$ cat src/rtl/lighthouse_ootx_decoder.sv
// Lighthouse OOTX side-channel decoder: turns one data bit per sync pulse into payload bytes and frame status.
// Optional build macro OOTX_CRC_EN enables the CRC-32 check of the frame trailer.
module lighthouse_ootx_decoder #(
  parameter int MAX_LEN  = 64,
  parameter int PREAMBLE = 17
) (
  input  logic        clk_48,
  input  logic        reset,
  input  logic        ootx_bit,
  input  logic        ootx_strobe,
  output logic [7:0]  byte_data,
  output logic        byte_strobe,
  output logic [15:0] frame_len,
  output logic        frame_start,
  output logic        frame_done,
  output logic        frame_ok,
  output logic        frame_error
);

  localparam int            ZW        = $clog2(PREAMBLE + 1);
  localparam logic [ZW-1:0] PRE_CNT   = ZW'(PREAMBLE);
  localparam logic [ZW-1:0] ZERO_ONE  = ZW'(1);
  localparam logic [ZW-1:0] ZERO_NONE = ZW'(0);
  localparam logic [15:0]   MAX_LEN_W = 16'(MAX_LEN);
  localparam logic [4:0]    SYNC_POS  = 5'd16;

  typedef enum logic [1:0] {
    HUNT    = 2'd0,
    LEN     = 2'd1,
    PAYLOAD = 2'd2,
    CRC     = 2'd3
  } state_t;

  state_t        state_r, state_s;
  logic [ZW-1:0] zero_cnt_r, zero_cnt_s;
  logic [4:0]    bit_cnt_r, bit_cnt_s;
  logic [15:0]   word_r, word_s;
  logic [15:0]   byte_cnt_r, byte_cnt_s;
  logic          crc_word_r, crc_word_s;
  logic [15:0]   shifted_s;
  logic [15:0]   swapped_s;

  logic [7:0]    byte_data_s;
  logic          byte_strobe_s;
  logic [15:0]   frame_len_s;
  logic          frame_start_s;
  logic          frame_done_s;
  logic          frame_ok_s;
  logic          frame_error_s;

`ifdef OOTX_CRC_EN
  logic [31:0] crc_r, crc_s;
  logic [15:0] crc_lo_r, crc_lo_s;
  logic        crc_match_s;

  // One reflected CRC-32 byte step; the byte arrives MSB first, so it is folded in once complete.
  function automatic logic [31:0] crc32_byte(input logic [31:0] crc, input logic [7:0] data);
    logic [31:0] c;
    c = crc ^ {24'h00_0000, data};
    for (int i = 0; i < 8; i++) begin
      if (c[0]) begin
        c = (c >> 1) ^ 32'hEDB8_8320;
      end else begin
        c = c >> 1;
      end
    end
    return c;
  endfunction
`endif

  // Next-state and next-output decode, evaluated on every ootx_strobe.
  always_comb begin
    state_s       = state_r;
    zero_cnt_s    = zero_cnt_r;
    bit_cnt_s     = bit_cnt_r;
    word_s        = word_r;
    byte_cnt_s    = byte_cnt_r;
    crc_word_s    = crc_word_r;
    byte_data_s   = byte_data;
    byte_strobe_s = 1'b0;
    frame_len_s   = frame_len;
    frame_start_s = 1'b0;
    frame_done_s  = 1'b0;
    frame_ok_s    = 1'b0;
    frame_error_s = 1'b0;
    shifted_s     = {word_r[14:0], ootx_bit};
    swapped_s     = {word_r[7:0], word_r[15:8]};
`ifdef OOTX_CRC_EN
    crc_s         = crc_r;
    crc_lo_s      = crc_lo_r;
    crc_match_s   = ({swapped_s, crc_lo_r} == ~crc_r);
`endif

    if (!ootx_strobe) begin
      state_s = state_r;
    end else if (state_r == HUNT) begin
      if (!ootx_bit) begin
        if (zero_cnt_r < PRE_CNT) begin
          zero_cnt_s = zero_cnt_r + ZERO_ONE;
        end else begin
          zero_cnt_s = zero_cnt_r;
        end
      end else begin
        zero_cnt_s = ZERO_NONE;
        if (zero_cnt_r >= PRE_CNT) begin
          state_s   = LEN;
          bit_cnt_s = 5'd0;
        end else begin
          state_s = HUNT;
        end
      end
    end else if (bit_cnt_r != SYNC_POS) begin
      word_s    = shifted_s;
      bit_cnt_s = bit_cnt_r + 5'd1;
      // Bit positions 7 and 15 close a byte; bytes past frame_len are the pad byte.
      if ((state_r == PAYLOAD) && (bit_cnt_r[2:0] == 3'd7)) begin
        byte_cnt_s = byte_cnt_r + 16'd1;
        if (byte_cnt_r < frame_len) begin
          byte_data_s   = shifted_s[7:0];
          byte_strobe_s = 1'b1;
`ifdef OOTX_CRC_EN
          crc_s         = crc32_byte(crc_r, shifted_s[7:0]);
`endif
        end else begin
          byte_strobe_s = 1'b0;
        end
      end else begin
        byte_cnt_s = byte_cnt_r;
      end
    end else if (!ootx_bit) begin
      // A bad sync bit is itself the first zero of the next preamble.
      frame_error_s = 1'b1;
      state_s       = HUNT;
      zero_cnt_s    = ZERO_ONE;
      bit_cnt_s     = 5'd0;
    end else begin
      bit_cnt_s = 5'd0;
      case (state_r)
        LEN: begin
          frame_len_s = swapped_s;
          if (swapped_s > MAX_LEN_W) begin
            frame_error_s = 1'b1;
            state_s       = HUNT;
          end else begin
            frame_start_s = 1'b1;
            byte_cnt_s    = 16'd0;
            crc_word_s    = 1'b0;
`ifdef OOTX_CRC_EN
            crc_s         = 32'hFFFF_FFFF;
`endif
            if (swapped_s == 16'd0) begin
              state_s = CRC;
            end else begin
              state_s = PAYLOAD;
            end
          end
        end
        PAYLOAD: begin
          if (byte_cnt_r >= frame_len) begin
            state_s = CRC;
          end else begin
            state_s = PAYLOAD;
          end
        end
        CRC: begin
          if (!crc_word_r) begin
            crc_word_s = 1'b1;
`ifdef OOTX_CRC_EN
            crc_lo_s   = swapped_s;
`endif
          end else begin
            crc_word_s    = 1'b0;
            state_s       = HUNT;
            frame_done_s  = 1'b1;
`ifdef OOTX_CRC_EN
            frame_ok_s    = crc_match_s;
            frame_error_s = ~crc_match_s;
`else
            frame_ok_s    = 1'b1;
            frame_error_s = 1'b0;
`endif
          end
        end
        default: begin
          state_s = HUNT;
        end
      endcase
    end
  end

  // Control state and registered outputs; reset drops any frame in progress silently.
  always_ff @(posedge clk_48) begin
    if (reset) begin
      state_r     <= HUNT;
      zero_cnt_r  <= ZERO_NONE;
      bit_cnt_r   <= 5'd0;
      word_r      <= 16'd0;
      byte_cnt_r  <= 16'd0;
      crc_word_r  <= 1'b0;
      byte_data   <= 8'd0;
      byte_strobe <= 1'b0;
      frame_len   <= 16'd0;
      frame_start <= 1'b0;
      frame_done  <= 1'b0;
      frame_ok    <= 1'b0;
      frame_error <= 1'b0;
    end else begin
      state_r     <= state_s;
      zero_cnt_r  <= zero_cnt_s;
      bit_cnt_r   <= bit_cnt_s;
      word_r      <= word_s;
      byte_cnt_r  <= byte_cnt_s;
      crc_word_r  <= crc_word_s;
      byte_data   <= byte_data_s;
      byte_strobe <= byte_strobe_s;
      frame_len   <= frame_len_s;
      frame_start <= frame_start_s;
      frame_done  <= frame_done_s;
      frame_ok    <= frame_ok_s;
      frame_error <= frame_error_s;
    end
  end

`ifdef OOTX_CRC_EN
  // Running payload CRC and the captured low half of the received CRC.
  always_ff @(posedge clk_48) begin
    if (reset) begin
      crc_r    <= 32'hFFFF_FFFF;
      crc_lo_r <= 16'd0;
    end else begin
      crc_r    <= crc_s;
      crc_lo_r <= crc_lo_s;
    end
  end
`endif

endmodule

$ cat config.mk
export PLATFORM = sky130hd
export DESIGN_NAME = lighthouse_ootx_decoder
export DESIGN_NICKNAME = d
export VERILOG_FILES = /design/src/rtl/lighthouse_ootx_decoder.sv
export SDC_FILE = /design/constraint.sdc
export NUM_CORES = 1
export LEC_CHECK = 0
export ABC_CLOCK_PERIOD_IN_PS = 2900
export BUFFER_PORTS_ARGS = -buffer_cell sky130_fd_sc_hd__buf_2
export CAP_MARGIN = 10
export CORE_MARGIN = 1
export CORE_UTILIZATION = 62
export CTS_BUF_LIST = sky130_fd_sc_hd__clkbuf_4
export CTS_CLUSTER_SIZE = 14
export DETAILED_ROUTE_END_ITERATION = 8
export GPL_ROUTABILITY_DRIVEN = 0
export GPL_TIMING_DRIVEN = 0
export PLACE_DENSITY_LB_ADDON = 0.05
export SLEW_MARGIN = 25
export SYNTH_ARGS = -nofsm -noshare
export SYNTH_HDL_FRONTEND = slang
export SYNTH_SLANG_ARGS = --single-unit
$ cat constraint.sdc
create_clock -name clk_48 -period 2.9 [get_ports clk_48]
set_input_delay 0.435 -clock clk_48 [delete_from_list [all_inputs] [get_ports clk_48]]
set_output_delay 0.435 -clock clk_48 [all_outputs]
set_load 0.01 [all_outputs]
* Word-level counts from Yosys, hierarchy flattened
Cells that the tools add are included.
** Operators by class
- Add/sub/neg operators :: 3
- Multipliers :: 0
- Divide/modulo/power cells :: 0
- Order comparisons :: 5
- Eq/ne operators :: 14
- Shifts and indexed selects :: 0
- Muxes and demuxes :: 33
- Bitwise logic cells :: 7
- Reductions and logical operators :: 18
** Operators with widths (count)
- two-way mux 16 bit :: 5
- two-way mux 5 bit :: 9
- adder 16 x 1 -> 16 bit, second input constant :: 1
- greater-or-equal comparator 16 bit :: 1
- greater-than comparator 16 x 7 -> 1 bit, second input constant :: 1
- logical NOT 16 bit :: 1
- less-than comparator 16 bit :: 1
- two-way mux 2 bit :: 6
- AND reduction 6 bit :: 2
- OR reduction 6 bit :: 2
- two-way mux 1 bit :: 11
- adder 5 x 1 -> 5 bit, second input constant :: 2
- AND reduction 5 bit :: 2
- inequality test 2 bit, second input constant :: 4
- AND reduction 4 bit :: 2
- inverter 1 bit :: 7
- inequality test 2 x 1 -> 1 bit, second input constant :: 3
- case mux 2 bit (3 select lines) :: 1
- AND reduction 3 bit :: 2
- nonzero test 2 bit :: 3
- greater-or-equal comparator 5 bit, second input constant :: 1
- less-than comparator 5 bit, second input constant :: 1
- inequality test 5 bit, second input constant :: 1
- OR reduction 5 bit :: 1
- 9 further kinds :: 10
** Word-level totals
- Bits in registers :: 73
- Latch bits :: 0
- RAM bits :: 0
- Bits in read-only memories :: 0
- Bits of input ports :: 4
- Output and inout port bits :: 29
- Memories :: 0

* Longest topological paths before layout
Gate-level depths: netlist of run 1.
- Depth in word-level cells :: 7
- Mapped depth :: 9
- Gate-level depth less buffers :: 7

* Worst setup path after synthesis of run 1
OpenSTA, ideal clock, no wires.
- Path kind :: register -> register
- From :: register state_r[0]
- To :: register byte_cnt_r[13]
- Arrival time :: 2021 ps
- Required time :: 2777 ps
- Slack :: 756 ps
- Cell stages (with the launch flop) :: 9
- Path buffers :: 1
- Period minus slack after synthesis :: 2144 ps
- Cells stage by stage :: dfxtp_1 > inv_1 > ha_1 > nor2b_1 > nand4_1 > buf_2 > o31ai_1 > nor4_1 > or2_2
** On the way
- Cells in the longest elaborated chain, start to end :: 4
- Elaborated cells between the ends (all ways) :: 8
- Those cells by class :: 3 x eq/ne; 1 x bitwise; 4 x reduce/logical
** RTL lines
- from (decl) :: line 34 : state_t state_r, state_s;
- from (signal assigned) :: line 208 : state_r <= state_s;
- == test 2 bit :: line 116 : if ((state_r == PAYLOAD) && (bit_cnt_r[2:0] == 3'd7)) begin
- logical AND 1 bit :: line 116
- inequality test 2 x 1 -> 1 bit (no source line)
- AND reduction 6 bit (no source line) (*)
- to (signal assigned) :: line 212 : byte_cnt_r <= byte_cnt_s;
- to (decl) :: line 38 : logic [15:0] byte_cnt_r, byte_cnt_s;
Every way passes the cells marked *; elsewhere a longest branch is shown, timed or not.
A chain may end at the register's enable or synchronous reset.

* Worst setup path in the final report of run 1
- From :: register state_r[0]
- To :: register byte_cnt_r[1]
The elaborated chain is that of the path after synthesis.

==> qor.yml, run 1 <==
io_buffers: 31
cp_max_fo: 10
fin_cells: 556
syn_avg_cell_area_um2: 8.53
end_kind: "register"
yosysTopAreaCellShare: 0.392
synth.distinct_cells: 51
first_global_vias: 2943
cts_resized: 0
path_class: "register to register"
dieHeight_um: 79.6
cts_root_buf: "clkbuf_4"
clock_latency_ns: 0.44
maxSlewHeadroom: 0.615
grt_usage: 0.278
die_w_um: 79.6
yosysSeqAreaShare: 0.392
cts.sinks: 73
finalMaxSlewViolations: 0
finalHoldViolations: 0
grt_pass1_wl_um: 13600
dieArea_um2: 6330
synthFlopType: "dfxtp_1"
clkTransAtPathRegs_ns: 0.13
via_per_inst: 5.91
fin_nets: 510
vdd_drop_max_mv: 0.350
synth_async_sr_flop_share: 0
drive_above_1_share: 0.149
clock_path_buffers: 2
synth_seq_cells: 73
grt_start_max_net_pins: 14
postLayoutSetupSlackWorst_ns: 0.474
max_freq_ghz: 0.412
skew_ns: 0.0111
syn_to_final_growth_pct: 11.1
p_leak_nw: 1.72
final.setup.tns_ns: 0
dp_hpwl_um: 6100
core_area_um2: 5640
dpl_cell_area_um2: 3970
num_rows: 27
detailedRoute.firstPassIterationCount: 5
drv_cap: 0
placedCellCount: 540
antenna_found_initial: 0
post-route-period-util: 0.837
htreeDepth: 3
powerDensity_nw_per_um2: 434
synth-edff-count: 0
finalCriticalPeriod_ns: 2.43
drtIter0Drc: 158
synth_area_um2: 3730
synthCells: 437
drc: 0
status: "finished, final reports clean"
worst_slew_pin_slew_ns: 0.577
rsz0062_at_grt: "false"
ant_nets: 0
vias: 3287
cts_tree: "yes"
wl_um: 8260
n_antenna_cell: 0
post-cts-setup-buffers: 0
layout_commonest_cell: "dfxtp_1"
cts_buffers: 9
synth_top_area_cell: "dfxtp_1"
ys_warn_count: 0
postLayoutCellArea_um2: 4140
start_util: 0.661
crit_required_ns: 3.24
ys_top_cells_by_area: "dfxtp_1, ha_1, mux2i_1"
grt-ovfl-total: 0
wire_per_inst_um: 14.8
mostFrequentLayoutCells: "dfxtp_1, nand2_1, buf_2"
min_path_type: "primary input to register"
synth_fp_nets: 468
hold_buffers: 0
cp.arrival_ns: 2.77
ioPinCount: 33
place_ws_ns: 0.243
worstSetupStartpointType: "register"
setup_viol: 0
per-layer routing:
metal,up-vias,global-route usage,share of wire
met5,-,0,0
met4,0,0.136,0.025
met3,19,0.0491,0.039
met2,84,0.431,0.44
met1,1544,0.371,0.49
li1,1640,-,-
flip-flops by register name, indices dropped and copies added (netlist names):
register and count:
byte_data 8, frame_len 16, byte_strobe 1, crc_word_r 1, byte_cnt_r 16, frame_error 1
zero_cnt_r 5, state_r 2, frame_start 1, frame_ok 1, word_r 16, bit_cnt_r 5
final timing paths:
check / start / slack, ns / cells past startpoint / to
worst max register to register: state_r[0]$_SDFFE_PP0P_ / 0.47 / 8 / byte_cnt_r[1]$_SDFFE_PP0P_
worst min register to register: byte_data[2]$_SDFFE_PP0P_ / 0.46 / 2 / byte_data[2]$_SDFFE_PP0P_
worst max-delay path: state_r[0]$_SDFFE_PP0P_ / 0.47 / 8 / byte_cnt_r[1]$_SDFFE_PP0P_
worst min-delay path: ootx_strobe / 0.34 / 3 / frame_ok$_SDFF_PP0_
stage by stage:
stage               hold WS (ns)  utilization  total power [mW]
global placement           0.442        0.704              1.07
global route               0.355        0.735              1.84
finish                     0.342        0.735              1.80
floorplan                  0.449            -              1.06
detailed placement         0.443        0.704              1.07
CTS                        0.331        0.734              1.80
power by group:
group | switching [mW] | leakage (nW) | internal (mW)
Clock | 0.384 | 0.0874 | 0.364
Combinational | 0.0329 | 1.05 | 0.0121
Sequential | 0.00231 | 0.588 | 1.00
Total | 0.419 | 1.72 | 1.38
cell type report:
type	count	area (um2)
clock inverters	6	90.1
plain buffers	23	104
clock buffers	10	75.1
inverters	26	97.6
flip-flops and latches	73	1460
multi-input cells	315	2070
fillers	457	1500
repair buffers	31	155
well taps	72	90.1
cells in the mapped netlist, types with 6 or more instances:
cell	n
o211ai_1	6
mux2i_1	27
o21ai_0	8
o31ai_1	8
inv_1	25
or4_1	8
ha_1	27
nand4_1	10
clkbuf_1	16
a21oi_1	33
nand2_1	68
nor2_1	34
dfxtp_1	73
nand3_1	12
worst max-delay path, cell delays in order (launching register included):
cell and delay, ns:
dfxtp_1 0.42, inv_1 0.09, ha_1 0.24, nor2b_1 0.31
nand4_1 0.18, buf_2 0.25, o31ai_2 0.43, buf_2 0.34
nor2_1 0.07
cell families (layout without fill, tap and decap cells):
group / Yosys count / after routing / share of synthesized area
and+or+nand+nor: 177 / 177 / 0.240
AOI/OAI and AO/OA: 80 / 80 / 0.141
DFF: 73 / 73 / 0.392
buffers and inverters: 49 / 96 / 0.0540
muxes: 28 / 28 / 0.0755
adders and majority gates: 27 / 27 / 0.0906
xor gates and xnor gates: 3 / 3 / 0.00705
(Power assumes the default switching activity.)
==> run 2: changes to the inputs <==
--- a/config.mk
+++ b/config.mk
@@ -5,11 +5,11 @@
 export SDC_FILE = /design/constraint.sdc
 export NUM_CORES = 1
 export LEC_CHECK = 0
-export ABC_CLOCK_PERIOD_IN_PS = 2900
+export ABC_CLOCK_PERIOD_IN_PS = 2200
 export BUFFER_PORTS_ARGS = -buffer_cell sky130_fd_sc_hd__buf_2
 export CAP_MARGIN = 10
 export CORE_MARGIN = 1
-export CORE_UTILIZATION = 62
+export CORE_UTILIZATION = 56
 export CTS_BUF_LIST = sky130_fd_sc_hd__clkbuf_4
 export CTS_CLUSTER_SIZE = 14
 export DETAILED_ROUTE_END_ITERATION = 8
==> constraint.sdc (replaced) <==
create_clock -name clk_48 -period 2.2 [get_ports clk_48]
set_input_delay 0.33 -clock clk_48 [delete_from_list [all_inputs] [get_ports clk_48]]
set_output_delay 0.33 -clock clk_48 [all_outputs]
set_load 0.01 [all_outputs]
==> run 2 against run 1 <==
Sequential power rose by 32%. Largest power group unchanged. Wire length grew 5.7%. Register-to-register slack worse by 0.41 ns. Worst hold slack worse by 0.093 ns. Sequential share of layout area is 0.87 points lower. Global-route usage down 1.9 points. Largest cell class unchanged. Critical path depth unchanged. Core utilization fell by 6.3 points. Via count up 0.76%. Critical endpoint is now byte_strobe$_SDFF_PP0_. Power up 20%. Die area is 10% higher. Cell count grew 2.5%.
==> qor.yml, run 2 (synthesis results as in run 1) <==
status: "finished, final reports clean"
mostFrequentLayoutCells: "nand2_1, dfxtp_1, buf_2"
seq_power_share: 0.614  # +0.055
finalCriticalPeriod_ns: 2.13  # -0.293 ns
drv_cap: 0  # unchanged
clkTransAtPathRegs_ns: 0.14  # about the same
dieArea_um2: 6990  # +10%
start_util: 0.584  # -0.0770
dieHeight_um: 83.6  # +5.1%
core_area_um2: 6390  # +13%
ioPinCount: 33  # unchanged
detailedRoute.firstPassIterationCount: 4  # -1
p_leak_nw: 1.78  # +3.1%
min_path_type: "primary input to register"
sw_frac_of_total: 0.270  # +0.0374
ant_nets: 0  # unchanged
grt_usage: 0.259  # -0.0194
first_global_vias: 3014  # +2.4%
cp.arrival_ns: 2.50  # -0.27 ns
cts_tree: "yes"
die_w_um: 83.6  # +5.1%
num_rows: 29  # +7.4%
io_buffers: 31  # unchanged
via_per_inst: 5.81  # -1.7%
reg_top3: "byte_cnt_r (16), frame_len (16), word_r (16)"
cpPeakStageDelay_ns: 0.58  # +0.15 ns
n_antenna_cell: 0  # unchanged
worst_slew_pin_slew_ns: 0.510  # -0.0672 ns
clock_latency_ns: 0.45  # about the same
vias: 3312  # +0.76%
drtIter0Drc: 131  # -17%
p_int_mw: 1.58  # +14%
hold_buffers: 0  # unchanged
grt-ovfl-total: 0  # unchanged
ff2ff_setup_slack_ns: 0.07  # -0.41 ns
drive_above_1_share: 0.215  # +0.0662
worstPathBufferInverterCount: 2  # -1
dpl_cell_area_um2: 3980  # +0.16%
finalMaxSlewViolations: 0  # unchanged
cp_slowest_cell: "or4_4"
cp-startpoint: "frame_len[13]$_SDFFE_PP0P_"
dp_hpwl_um: 6210  # +1.8%
antenna_found_initial: 0  # unchanged
drc: 0  # unchanged
cts.sinks: 73  # unchanged
min_path_cells: 3  # unchanged
wire_per_inst_um: 15.3  # +3.1%
postLayoutCellArea_um2: 4290  # +3.5%
r2r_end: "byte_strobe$_SDFF_PP0_"
rsz0062_at_grt: "true"
cts_root_buf: "clkbuf_4"
max_freq_ghz: 0.469  # +14%
crit_required_ns: 2.56  # -0.68 ns
grt_start_max_net_pins: 15  # +1
skew_ns: 0.0162  # +0.00512 ns
cts_buffers: 9  # unchanged
p_comb_frac: 0.029  # +0.004
min_to: "frame_ok$_SDFF_PP0_"
power_frac_clock: 0.357  # -0.059
grt_pass1_wl_um: 14500  # +6.9%
reg2reg_depth: 8  # unchanged
fin_nets: 519  # +1.8%
crit_chain: "inv_1, ha_1, nand4_1, or4_4, a21oi_2, nor4b_2, buf_4, and2_1"
htreeDepth: 3  # unchanged
finalHoldViolations: 0  # unchanged
syn_to_final_growth_pct: 15.0
path_class: "register to register"
wl_um: 8730  # +5.7%
path_delay_family: "simple AND/OR/NAND/NOR gates"
setup_viol: 0  # unchanged
hold_ws_ns: 0.248  # -0.0933 ns
reg2reg_from: "frame_len[13]$_SDFFE_PP0P_"
powerDensity_nw_per_um2: 504  # +16%
worstSetupStartpointType: "register"
cp_max_fo: 9  # -1
clock_path_buffers: 2  # unchanged
maxSlewHeadroom: 0.660  # +0.0448
post-route-period-util: 0.970  # +0.133
vdd_drop_max_mv: 0.431  # +23%
holdCritStartpoint: "ootx_strobe"
end_kind: "register"
p_sw_uw: 584  # +39%
layout_commonest_cell: "nand2_1"
-- run 2: cell types whose count changed in the layout (fill, tap and decap cells not counted), sizes merged --
cell	delta
buf	+9
bufinv	-2
clkbuf	-1
clkinv	+1
clkinvlp	+2
-- run 2: how the worst max path moves through the flow --
stage / to / slack [ns] / cells after the start
after detailed placement: byte_cnt_r[2]$_SDFFE_PP0P_ / -0.43 / 8
after global routing: byte_cnt_r[8]$_SDFFE_PP0P_ / -0.04 / 7
after floorplan: byte_cnt_r[13]$_SDFFE_PP0P_ / 0.06 / 8
after global placement: byte_cnt_r[1]$_SDFFE_PP0P_ / -0.40 / 8
final: byte_strobe$_SDFF_PP0_ / 0.07 / 8
after CTS: byte_cnt_r[14]$_SDFFE_PP0P_ / 0.005 / 8
-- run 2: timing repair --
action                     CTS  global route
buffers inserted             6             3
setup endpoints to repair   25            33
resized for setup           12            26
pin swaps                    1             5
gates cloned                 0             0
-- run 2: metrics by stage --
stage / total power, mW / util / instances / worst slack, ns / setup TNS, ns
after floorplan: 1.40 / - / 437 / 0.0561 / 0
after global placement: 1.41 / 0.623 / 545 / -0.401 / -5.36
after detailed placement: 1.42 / 0.623 / 545 / -0.427 / -5.78
after CTS: 2.18 / 0.655 / 567 / 0.00464 / 0
after global routing: 2.24 / 0.672 / 570 / -0.0371 / -0.134
final: 2.16 / 0.672 / 570 / 0.0667 / 0
-- run 2: routing by layer --
layer	up-vias	global-route usage	part of all wire
met1	1560	0.353	0.47
met3	13	0.0603	0.063
met2	85	0.407	0.45
met4	0	0.0786	0.013
li1	1654	-	-
met5	-	0	0
-- run 2: worst min-delay path, stage by stage --
cell and delay, ns:
buf_2 0.14, nand3_1 0.12, nor3_1 0.07
-- run 2: cell type report --
cell class	instances	area [um2]
fill	538	2100
clock buffer	9	67.6
sequential	73	1480
multi-input combinational	315	2170
tap	77	96.3
inverter	26	97.6
timing repair buffer	40	223
clock inverter	7	52.6
buffer	23	111
-- run 2: power groups by stage --
stage	Sequential, mW	Combinational, mW	Clock, mW
after CTS	1.33	0.0614	0.788
after global placement	1.36	0.0589	0
after detailed placement	1.36	0.0591	0
after floorplan	1.36	0.0404	0
after global routing	1.33	0.0694	0.843
final	1.33	0.0628	0.772
==> run 3: changes to the inputs <==
--- a/config.mk
+++ b/config.mk
@@ -15,6 +15,7 @@
 export DETAILED_ROUTE_END_ITERATION = 8
 export GPL_ROUTABILITY_DRIVEN = 0
 export GPL_TIMING_DRIVEN = 0
+export MAX_ROUTING_LAYER = met4
 export PLACE_DENSITY_LB_ADDON = 0.05
 export SLEW_MARGIN = 25
 export SYNTH_ARGS = -nofsm -noshare
==> run 3 against run 2 <==
Register-to-register slack is essentially flat. Combinational power is essentially flat. Cell count is the same. Critical path type unchanged. Largest power group unchanged.
==> qor.yml, run 3 (synthesis results as in run 1) <==
status: "finished, final reports clean"
layout_commonest_cell: "nand2_1"
dieArea_um2: 6990  # unchanged
cp_max_fo: 9  # unchanged
grt_pass1_wl_um: 14600  # +0.19%
placedCellCount: 545  # unchanged
grt-ovfl-total: 0  # unchanged
hold_buffers: 0  # unchanged
min_path_cells: 3  # unchanged
drtIter0Drc: 118  # -9.9%
drc: 0  # unchanged
cts_root_buf: "clkbuf_4"
powerDensity_nw_per_um2: 504  # about the same
setup_viol: 0  # unchanged
r2r_end: "byte_strobe$_SDFF_PP0_"
ff2ff_setup_slack_ns: 0.06  # about the same
reg_top3: "byte_cnt_r (16), frame_len (16), word_r (16)"
htreeDepth: 3  # unchanged
cp_slowest_cell: "or4_4"
drv_cap: 0  # unchanged
worstSetupStartpointType: "register"
power_frac_clock: 0.358  # about the same
syn_to_final_growth_pct: 15.0  # unchanged
p_sw_uw: 584  # about the same
cpPeakStageDelay_ns: 0.58  # about the same
wl_um: 8740  # +0.14%
num_rows: 29  # unchanged
cts_tree: "yes"
detailedRoute.firstPassIterationCount: 4  # unchanged
crit_chain: "ha_1, nand4_1, or4_4, a21oi_2, nor4b_2, buf_4, and2_1"
grt_start_max_net_pins: 15  # unchanged
p_leak_nw: 1.78  # unchanged
start_util: 0.584  # unchanged
crit_required_ns: 2.56  # about the same
finalCriticalPeriod_ns: 2.14  # +0.00181 ns
seq_power_share: 0.613  # about the same
vdd_drop_max_mv: 0.436  # +1.2%
cp.arrival_ns: 2.50  # about the same
dieHeight_um: 83.6  # unchanged
via_per_inst: 5.83  # +0.27%
clock_latency_ns: 0.44  # about the same
clkTransAtPathRegs_ns: 0.14  # about the same
p_int_mw: 1.58  # about the same
io_buffers: 31  # unchanged
rsz0062_at_grt: "true"
end_kind: "register"
worst_slew_pin_slew_ns: 0.506  # -0.00429 ns
reg2reg_from: "byte_cnt_r[13]$_SDFFE_PP0P_"
maxSlewHeadroom: 0.663  # +0.00286
wire_per_inst_um: 15.3  # +0.14%
drive_above_1_share: 0.215  # unchanged
finalHoldViolations: 0  # unchanged
fin_nets: 519  # unchanged
finalMaxSlewViolations: 0  # unchanged
ioPinCount: 33  # unchanged
die_w_um: 83.6  # unchanged
cp-startpoint: "byte_cnt_r[13]$_SDFFE_PP0P_"
min_path_type: "primary input to register"
vias: 3321  # +0.27%
skew_ns: 0.0161  # -0.000168 ns
fin_cells: 570  # unchanged
n_antenna_cell: 0  # unchanged
cts.sinks: 73  # unchanged
ant_nets: 0  # unchanged
first_global_vias: 3016  # +0.066%
mostFrequentLayoutCells: "nand2_1, dfxtp_1, buf_2"
endpoint: "byte_strobe$_SDFF_PP0_"
sw_frac_of_total: 0.271  # about the same
path_class: "register to register"
post-route-period-util: 0.971  # about the same
finalPower_mw: 2.16  # about the same
cts_buffers: 9  # unchanged
holdCritStartpoint: "ootx_strobe"
clock_path_buffers: 2  # unchanged
p_comb_frac: 0.029  # about the same
reg2reg_depth: 7  # -1
max_freq_ghz: 0.468  # about the same
dp_hpwl_um: 6210  # unchanged
core_area_um2: 6390  # unchanged
grt_usage: 0.267  # +0.00784
antenna_found_initial: 0  # unchanged
run 3: worst min path at each step:
stage / slack (ns) / end
floorplan: 0.45 / frame_ok$_SDFF_PP0_
global placement: 0.44 / byte_data[0]$_SDFFE_PP0P_
detailed placement: 0.44 / byte_data[3]$_SDFFE_PP0P_
CTS: 0.22 / frame_ok$_SDFF_PP0_
global route: 0.24 / frame_ok$_SDFF_PP0_
finish: 0.25 / frame_ok$_SDFF_PP0_
run 3: critical path, delay by kind of cell (launching register included):
| kind | cells | cell delay (ns) |
|---|---|---|
| AOI/OAI and AO/OA | 1 | 0.18 |
| DFF | 1 | 0.39 |
| adders and majority gates | 1 | 0.32 |
| and+or+nand+nor | 4 | 0.97 |
| buffers and inverters | 1 | 0.20 |
run 3: power groups by stage:
stage,registers [mW],logic [mW],clock network [mW]
final,1.33,0.0627,0.773
after global routing,1.33,0.0694,0.843
after CTS,1.33,0.0614,0.788
after detailed placement,1.36,0.0591,0
after global placement,1.36,0.0589,0
after floorplan,1.36,0.0404,0
run 3: layout make-up:
class,count,area (um2)
Timing Repair Buffer,40,223
Tap cell,77,96.3
Fill cell,538,2100
Sequential cell,73,1480
Buffer,23,111
Clock buffer,9,67.6
Inverter,26,97.6
Multi-Input combinational cell,315,2170
Clock inverter,7,52.6
run 3: repair_timing:
| action | 4_1_cts | 5_1_grt |
|---|---|---|
| setup buffers | 6 | 3 |
| setup endpoints to repair | 25 | 33 |
| gates cloned | 0 | 0 |
| resized for setup | 12 | 26 |
| pin swaps | 1 | 5 |
run 3: per-layer routing:
| layer | up-vias | track usage | share of wire |
|---|---|---|---|
| li1 | 1658 | - | - |
| met1 | 1565 | 0.357 | 0.48 |
| met2 | 86 | 0.406 | 0.45 |
| met3 | 12 | 0.0584 | 0.058 |
| met4 | 0 | 0.0786 | 0.012 |
| met5 | - | - | 0 |
run 3: stage by stage:
step	hold slack [ns]	setup TNS, ns	instance area [um2]	setup slack [ns]	utilization
2_1_floorplan	0.449	0	3730	0.0561	-
3_5_place_dp	0.444	-5.78	3980	-0.427	0.623
3_3_place_gp	0.442	-5.36	3980	-0.401	0.623
4_1_cts	0.222	0	4180	0.00464	0.655
6_report	0.249	0	4290	0.0648	0.672
5_1_grt	0.239	-0.134	4290	-0.0371	0.672
